==> config.mk <==
export PLATFORM = sky130hd
export DESIGN_NAME = write_back_unit
export DESIGN_NICKNAME = d
export VERILOG_FILES = /design/src/rtl/write_back_unit_pkg.sv /design/src/rtl/write_back_unit_load_extend.sv /design/src/rtl/write_back_unit.sv
export SDC_FILE = /design/constraint.sdc
export NUM_CORES = 1
export LEC_CHECK = 0
export BUFFER_PORTS_ARGS = -buffer_cell sky130_fd_sc_hd__clkbuf_2
export CAP_MARGIN = 20
export CORE_ASPECT_RATIO = 0.6
export CORE_UTILIZATION = 49
export DETAILED_ROUTE_END_ITERATION = 10
export HOLD_SLACK_MARGIN = 0.08
export PLACE_DENSITY_LB_ADDON = 0.12
export SYNTH_ARGS = -nofsm -noshare
export SYNTH_HDL_FRONTEND = slang
export SYNTH_HIERARCHICAL = 1
export SYNTH_SLANG_ARGS = --single-unit
==> constraint.sdc <==
create_clock -name clk -period 2.75 [get_ports clk]
set_clock_uncertainty 0.15 [all_clocks]
set_input_delay 0.55 -clock clk [delete_from_list [all_inputs] [get_ports clk]]
set_output_delay 0.55 -clock clk [all_outputs]
set_load 0.005 [all_outputs]
==> src/rtl/write_back_unit_pkg.sv <==
`default_nettype none
// ============================================================================
//  Module      : write_back_unit_pkg
//  Description : Shared types for the write-back stage: result-source select,
//                load size/sign encodings and the WB pipeline control record.
//  Revision    : 1.0 - initial release
// ============================================================================
package write_back_unit_pkg;

   localparam int c_FUNCT3_W = 3;

   // Result source chosen for the register-file write
   typedef enum logic [1:0] {
      WB_ALU  = 2'd0,
      WB_MEM  = 2'd1,
      WB_PC4  = 2'd2,
      WB_NONE = 2'd3
   } wb_sel_e;

   // Load size/sign encodings carried on funct3
   typedef enum logic [c_FUNCT3_W-1:0] {
      LB  = 3'b000,
      LH  = 3'b001,
      LW  = 3'b010,
      LBU = 3'b100,
      LHU = 3'b101
   } load_funct3_e;

   // Control half of the MEM/WB register; the datapath fields live beside it
   // because their widths follow the module parameters.
   typedef struct packed {
      logic                  valid;
      logic                  reg_write;
      wb_sel_e               wb_sel;
      logic [c_FUNCT3_W-1:0] funct3;
   } wb_pipe_t;

endpackage : write_back_unit_pkg
`default_nettype wire

==> src/rtl/write_back_unit_load_extend.sv <==
`default_nettype none
// ============================================================================
//  Module      : write_back_unit_load_extend
//  Description : Combinational load extraction. Picks the byte/half/word out of
//                the aligned memory word and sign- or zero-extends it.
//  Revision    : 1.0 - initial release
// ============================================================================
module write_back_unit_load_extend
   import write_back_unit_pkg::*;
#(
   parameter int DATA_WIDTH = 32
) (
   input  logic [c_FUNCT3_W-1:0] funct3,
   input  logic [1:0]            byte_off,
   input  logic [DATA_WIDTH-1:0] word,
   output logic [DATA_WIDTH-1:0] load_data
);

   logic [7:0]  w_byte;
   logic [15:0] w_half;

   // Lane select: half-word uses only off[1]; misalignment never reaches here
   always_comb begin
      w_byte = word[{byte_off, 3'b000} +: 8];
      w_half = word[{byte_off[1], 4'b0000} +: 16];
   end

   // Extension by funct3; unknown encodings pass the whole word through
   always_comb begin
      load_data = word;
      case (funct3)
         LB:      load_data = {{(DATA_WIDTH-8){w_byte[7]}}, w_byte};
         LH:      load_data = {{(DATA_WIDTH-16){w_half[15]}}, w_half};
         LBU:     load_data = {{(DATA_WIDTH-8){1'b0}}, w_byte};
         LHU:     load_data = {{(DATA_WIDTH-16){1'b0}}, w_half};
         LW:      load_data = word;
         default: load_data = word;
      endcase
   end

endmodule : write_back_unit_load_extend
`default_nettype wire

==> src/rtl/write_back_unit.sv <==
`default_nettype none
// ============================================================================
//  Module      : write_back_unit
//  Description : Registered write-back stage. Holds the MEM/WB entry, forms
//                its result, and arbitrates the single RF write port between
//                the in-order pipe and NUM_EXT long-latency result channels.
//  Revision    : 1.0 - initial release
// ============================================================================
module write_back_unit
   import write_back_unit_pkg::*;
#(
   parameter int DATA_WIDTH = 32,
   parameter int REG_ADDR_W = 5,
   parameter int NUM_EXT    = 2,
   parameter int STARVE_MAX = 4
) (
   input  logic                           clk,
   input  logic                           rst,
   input  logic                           valid_MEM,
   input  logic                           reg_write_MEM,
   input  wb_sel_e                        WBSel_MEM,
   input  logic [c_FUNCT3_W-1:0]          funct3_MEM,
   input  logic [DATA_WIDTH-1:0]          alu_result_MEM,
   input  logic [DATA_WIDTH-1:0]          rd_data_MEM,
   input  logic [DATA_WIDTH-1:0]          pc_plus4_MEM,
   input  logic [REG_ADDR_W-1:0]          rd_addr_MEM,
   input  logic [NUM_EXT-1:0]             ext_valid,
   input  logic [NUM_EXT*REG_ADDR_W-1:0]  ext_rd_addr,
   input  logic [NUM_EXT*DATA_WIDTH-1:0]  ext_data,
   output logic [NUM_EXT-1:0]             ext_ready,
   output logic                           stall_req_WB,
   output logic                           rf_we,
   output logic [REG_ADDR_W-1:0]          rf_waddr,
   output logic [DATA_WIDTH-1:0]          rf_wdata
);

   localparam int c_PTR_W = (NUM_EXT > 1) ? $clog2(NUM_EXT) : 1;
   localparam int c_CNT_W = (STARVE_MAX > 0) ? $clog2(STARVE_MAX + 1) : 1;
   localparam logic [c_CNT_W-1:0] c_CNT_MAX  = c_CNT_W'(STARVE_MAX);
   localparam logic [c_PTR_W-1:0] c_PTR_LAST = c_PTR_W'(NUM_EXT - 1);

   // MEM/WB register
   wb_pipe_t              r_wb_ctrl;
   logic [DATA_WIDTH-1:0] r_wb_alu;
   logic [DATA_WIDTH-1:0] r_wb_word;
   logic [DATA_WIDTH-1:0] r_wb_pc4;
   logic [REG_ADDR_W-1:0] r_wb_rd;

   // Arbitration state
   logic [c_PTR_W-1:0]    r_rr_ptr;
   logic [c_CNT_W-1:0]    r_starve_cnt;

   logic                  w_active;
   logic                  w_pipe_wr;
   logic                  w_ext_req;
   logic                  w_ext_win;
   logic                  w_stall;
   logic                  w_found;
   logic [c_PTR_W-1:0]    w_grant_idx;
   logic [c_PTR_W-1:0]    w_rr_next;
   logic [c_CNT_W-1:0]    w_cnt_next;
   logic [REG_ADDR_W-1:0] w_ext_addr;
   logic [DATA_WIDTH-1:0] w_ext_wdata;
   logic [DATA_WIDTH-1:0] w_load_data;
   logic [DATA_WIDTH-1:0] w_wb_data;

   // Channel index k steps after base, wrapped into [0, NUM_EXT)
   function automatic logic [c_PTR_W-1:0] rr_index(input logic [c_PTR_W-1:0] base,
                                                   input int k);
      int s;
      s = int'(base) + k;
      if (s >= NUM_EXT) s = s - NUM_EXT;
      return c_PTR_W'(s);
   endfunction

   write_back_unit_load_extend #(
      .DATA_WIDTH (DATA_WIDTH)
   ) u_load_extend (
      .funct3    (r_wb_ctrl.funct3),
      .byte_off  (r_wb_alu[1:0]),
      .word      (r_wb_word),
      .load_data (w_load_data)
   );

   // Request qualification; reset masks all outputs so nothing is accepted
   // or written while the stage is being cleared.
   always_comb begin
      w_active  = !rst;
      w_pipe_wr = w_active && r_wb_ctrl.valid && r_wb_ctrl.reg_write &&
                  (r_wb_ctrl.wb_sel != WB_NONE) && (r_wb_rd != '0);
      w_ext_req = w_active && (|ext_valid);
      w_ext_win = w_ext_req && (!w_pipe_wr || (r_starve_cnt == c_CNT_MAX));
      w_stall   = w_ext_win && w_pipe_wr;
   end

   // Round-robin search: first valid channel at or after r_rr_ptr
   always_comb begin
      w_found     = 1'b0;
      w_grant_idx = '0;
      for (int k = 0; k < NUM_EXT; k++) begin
         if (!w_found && ext_valid[rr_index(r_rr_ptr, k)]) begin
            w_found     = 1'b1;
            w_grant_idx = rr_index(r_rr_ptr, k);
         end
      end
      w_rr_next   = (w_grant_idx == c_PTR_LAST) ? '0 : w_grant_idx + c_PTR_W'(1);
      w_ext_addr  = ext_rd_addr[w_grant_idx*REG_ADDR_W +: REG_ADDR_W];
      w_ext_wdata = ext_data[w_grant_idx*DATA_WIDTH +: DATA_WIDTH];
   end

   // Starvation counter: cleared by a grant or an idle ext side, saturating
   always_comb begin
      w_cnt_next = r_starve_cnt;
      if (!w_ext_req || w_ext_win) begin
         w_cnt_next = '0;
      end else if (r_starve_cnt != c_CNT_MAX) begin
         w_cnt_next = r_starve_cnt + c_CNT_W'(1);
      end
   end

   // Pipe result source select
   always_comb begin
      w_wb_data = '0;
      case (r_wb_ctrl.wb_sel)
         WB_ALU:  w_wb_data = r_wb_alu;
         WB_MEM:  w_wb_data = w_load_data;
         WB_PC4:  w_wb_data = r_wb_pc4;
         default: w_wb_data = '0;
      endcase
   end

   // RF port drive and one-hot grant; ext writes to x0 are dropped too
   always_comb begin
      ext_ready    = '0;
      rf_we        = 1'b0;
      rf_waddr     = '0;
      rf_wdata     = '0;
      stall_req_WB = w_stall;
      if (w_ext_win) begin
         ext_ready[w_grant_idx] = 1'b1;
         rf_we                  = (w_ext_addr != '0);
         rf_waddr               = w_ext_addr;
         rf_wdata               = w_ext_wdata;
      end else if (w_pipe_wr) begin
         rf_we    = 1'b1;
         rf_waddr = r_wb_rd;
         rf_wdata = w_wb_data;
      end
   end

   // MEM/WB register: loads every cycle unless the stage is stalled
   always_ff @(posedge clk) begin
      if (rst) begin
         r_wb_ctrl <= '0;
         r_wb_alu  <= '0;
         r_wb_word <= '0;
         r_wb_pc4  <= '0;
         r_wb_rd   <= '0;
      end else if (!w_stall) begin
         r_wb_ctrl <= '{valid:     valid_MEM,
                        reg_write: reg_write_MEM,
                        wb_sel:    WBSel_MEM,
                        funct3:    funct3_MEM};
         r_wb_alu  <= alu_result_MEM;
         r_wb_word <= rd_data_MEM;
         r_wb_pc4  <= pc_plus4_MEM;
         r_wb_rd   <= rd_addr_MEM;
      end
   end

   // Arbitration state update
   always_ff @(posedge clk) begin
      if (rst) begin
         r_rr_ptr     <= '0;
         r_starve_cnt <= '0;
      end else begin
         if (w_ext_win && w_found) r_rr_ptr <= w_rr_next;
         r_starve_cnt <= w_cnt_next;
      end
   end

endmodule : write_back_unit
`default_nettype wire

==> impl_results.md <==
* Largest net degree at the start of global routing at 104
* Drt wl/cell at 19.8 um
* Filler cells at around 1.2k
* Number of instances in the placed design at approximately 1.2k
* Synth warnings at 6
* Number of antenna violations at the first check in global routing at 0
* CTS Sinks at 112
* Max cap viols at 0
* Setup violators final at 39
* Compound-gate portion of the synthesized area at 0.355
* # diodes at 0
* Row count at 33
* Residual DRC at 0
* Setup repair after global routing missed its margin: yes
* Synth unique cells at 51
* Final Hold Violating Endpoints at 0
* P&R area growth vs syn at 31.2%
* Max Root-Sink Buffers at 2
* Slew Viols, Final at 0
* Starting density of the core at 0.504
* Final instance area at 0.00910 mm2
* Minimum clock period at 3.05 ns
* Routed wire length at approximately 24000 um
* All-Layer GR Usage at 0.313
* Final ANT Viol Nets at 0
* #FFs+latches synth at approximately 110
* Ys flop type: dfxtp_1
* Final setup margin at -0.303 ns
* Number of global-route vias before repair at between 6k and 7k
* Worst path arrival time at 2.35 ns
* Startpoint Class: register
* CP Capture Type: primary output
* Post-Syn Area at 0.00694 mm2
* Final Net Count at 1181
* Num CTS Buffers at 9
* Die ar. at between 0.01 and 0.015 mm2
* Global placer's final weighted congestion at between 0.8 and 0.9
* Register area share after synthesis at 0.323
* Leakage at 0.00403 uW
* Post-Synth Adder-Cell Area at 0.00361
* HPWL after DPL at around 16000 um
* Die width at about 160 um
* Async set-reset flop share out of synthesis at 0
* FMAX at ~0.33 GHz
* Finished Core Util at 0.662
* Worst hold path class: input pin to register
* Post-Synth XOR/XNOR Area at 0
* Core outline area at 0.0137 mm2
* Via count at slightly above 7k
* Post-synth EDFFs at 0
* Io pins at 227
* Layout cells sized above 1 at 0.426
* Post-Synth Simple-Gate Area at 0.0796
* Mapped Nets at approximately 1000
* CP Class: register to primary output
* CTS tree: done
* Mean Syn Cell Area at just under 9 um2
* Max_slew headroom at 0.458
* Mux cell area share after synthesis at 0.130
* Via density at 6.03
* First-pass GRT wire length at roughly 35000 um
* Maximum vdd drop at roughly 0.29 mV
* Clock Pin Slew Worst Setup and Hold Paths at about 0.07 ns
* Cell Pwr Density at around 440 mW/mm2
* Chip height at 94.2 um
* Place WS at ~0.00042 ns
* Slew @ Worst Pin at around 0.80 ns
* Worst skew pair latency at roughly 0.35 ns
* Iteration-0 DRC Markers at 773
* Worst-path maximum fanout at 8
* Grt ovf at 0
* Period Utilization, post-route at 1.11
* CP required at between 2 and 2.5 ns
* Largest family of logic cells by synthesized area: compound AO/OA/AOI/OAI gates
* Port bufs at approximately 230
* Cell area after placement at just over 0.008 mm2
* CTS Root Cell: clkbuf_16
* Failing checks: setup timing
* Status: complete, but fails checks
* # hold bufs at CTS at 0
* Max H-tree Level at 3
* Pre-antenna DRT Iters at 5
* Layout Cells excl Fill at roughly 1.2k
* Post-Synthesis Cells at 800
## report_power, final
part	switching [uW]	total, uW	internal [uW]
clock network	609	1230	621
registers	84.3	1790	1710
logic	480	941	461
total	1170	3970	2790
## critical path, cell delays in order (launching register included)
cell and delay, ns:
dfxtp_2 0.35, mux4_2 0.54, and2_4 0.19, a221o_1 0.27, mux2i_2 0.23, nor2_1 0.09
a21oi_2 0.13, o22ai_2 0.08, clkbuf_2 0.12
## cell type report
type,instances,area [um2],area share
well taps,192,240,0.0264
flip-flops and latches,112,2250,0.247
clock inverters,6,43.8,0.00481
inverters,75,285,0.0314
repair buffers,280,1830,0.201
clock buffers,10,229,0.0252
multi-input cells,515,4220,0.464
## per-stage QoR
| stage | hold slack [ns] | total power [uW] | setup TNS (ns) |
|---|---|---|---|
| floorplan | 0.281 | 2300 | 0 |
| global placement | 0.294 | 2660 | 0 |
| detailed placement | 0.305 | 2670 | 0 |
| CTS | 0.259 | 3930 | -8.04 |
| global route | 0.268 | 4130 | -10.29 |
| finish | 0.268 | 3970 | -7.35 |
## registers in the layout, indices dropped and copies added, names as in the netlist
signal        flops
r_rr_ptr          1
r_starve_cnt      3
r_wb_alu         32
r_wb_ctrl         7
r_wb_pc4         32
r_wb_rd           5
r_wb_word        32
## synthesized netlist by cell type (8+ instances only)
master | count | share of area
o311ai_0 | 69 | 0.087
a31o_2 | 34 | 0.043
nand3b_1 | 8 | 0.0087
o22ai_1 | 17 | 0.015
o311a_1 | 34 | 0.049
o22ai_2 | 20 | 0.036
nand2_1 | 33 | 0.018
dfxtp_1 | 112 | 0.32
nor2_1 | 34 | 0.018
a221o_1 | 8 | 0.012
a22o_1 | 8 | 0.010
clkbuf_1 | 79 | 0.043
o22a_1 | 8 | 0.010
inv_1 | 74 | 0.040
buf_6 | 12 | 0.019
o21ai_0 | 68 | 0.049
a21oi_1 | 38 | 0.027
nor2b_1 | 13 | 0.012
mux2i_1 | 82 | 0.12
## cell families after synthesis
| family | Yosys count |
|---|---|
| flip-flops | 112 |
| multiplexers | 88 |
| adder cells (fa/ha/maj) | 2 |
| AND/OR/NAND/NOR | 108 |
| AO/OA/AOI/OAI | 317 |
| buffers and inverters | 173 |
## metal layers
layer,vias to the layer above,track usage,share of wire
li1,3422,-,-
met1,3375,0.499,0.49
met2,354,0.428,0.40
met3,24,0.0526,0.092
met4,0,0.0580,0.011
met5,-,0,0
## worst paths after layout
path | depth (start not counted) | from | endpoint | slack [ns]
hold reg to reg | 2 | r_wb_pc4[6] | r_wb_pc4[6] | 0.32
hold / removal | 2 | reg_write_MEM | r_wb_ctrl[5] | 0.27
setup reg to reg | 6 | r_wb_rd[0] | r_wb_pc4[27] | 0.37
setup / recovery | 8 | r_wb_alu[1] | rf_wdata[12] | -0.30
## cells in the final DEF, fill, tap and decap left out, types with 4 or more instances in the layout
cell type / instances
nand2_2: 5
inv_1: 71
mux2i_1: 81
a21oi_1: 18
o311ai_0: 69
o22ai_2: 32
nand3b_1: 8
a221o_1: 8
clkbuf_2: 215
buf_4: 29
nor2_1: 32
a31o_2: 34
dfxtp_1: 105
dfxtp_2: 7
mux2_2: 4
o311a_1: 34
buf_16: 4
a22o_1: 8
nand2_1: 28
buf_2: 11
clkbuf_16: 11
o22a_1: 8
buf_6: 5
nor2b_1: 11
buf_12: 11
a21oi_2: 20
nor3_1: 4
o21ai_0: 68
## timing repair
action,in CTS,in global routing
gates cloned,6,2
hold endpoints to repair,0,0
setup endpoints to repair,40,40
pin swaps,16,6
setup buffers,5,4
gates resized for setup,57,31
(Power assumes the default switching activity.)
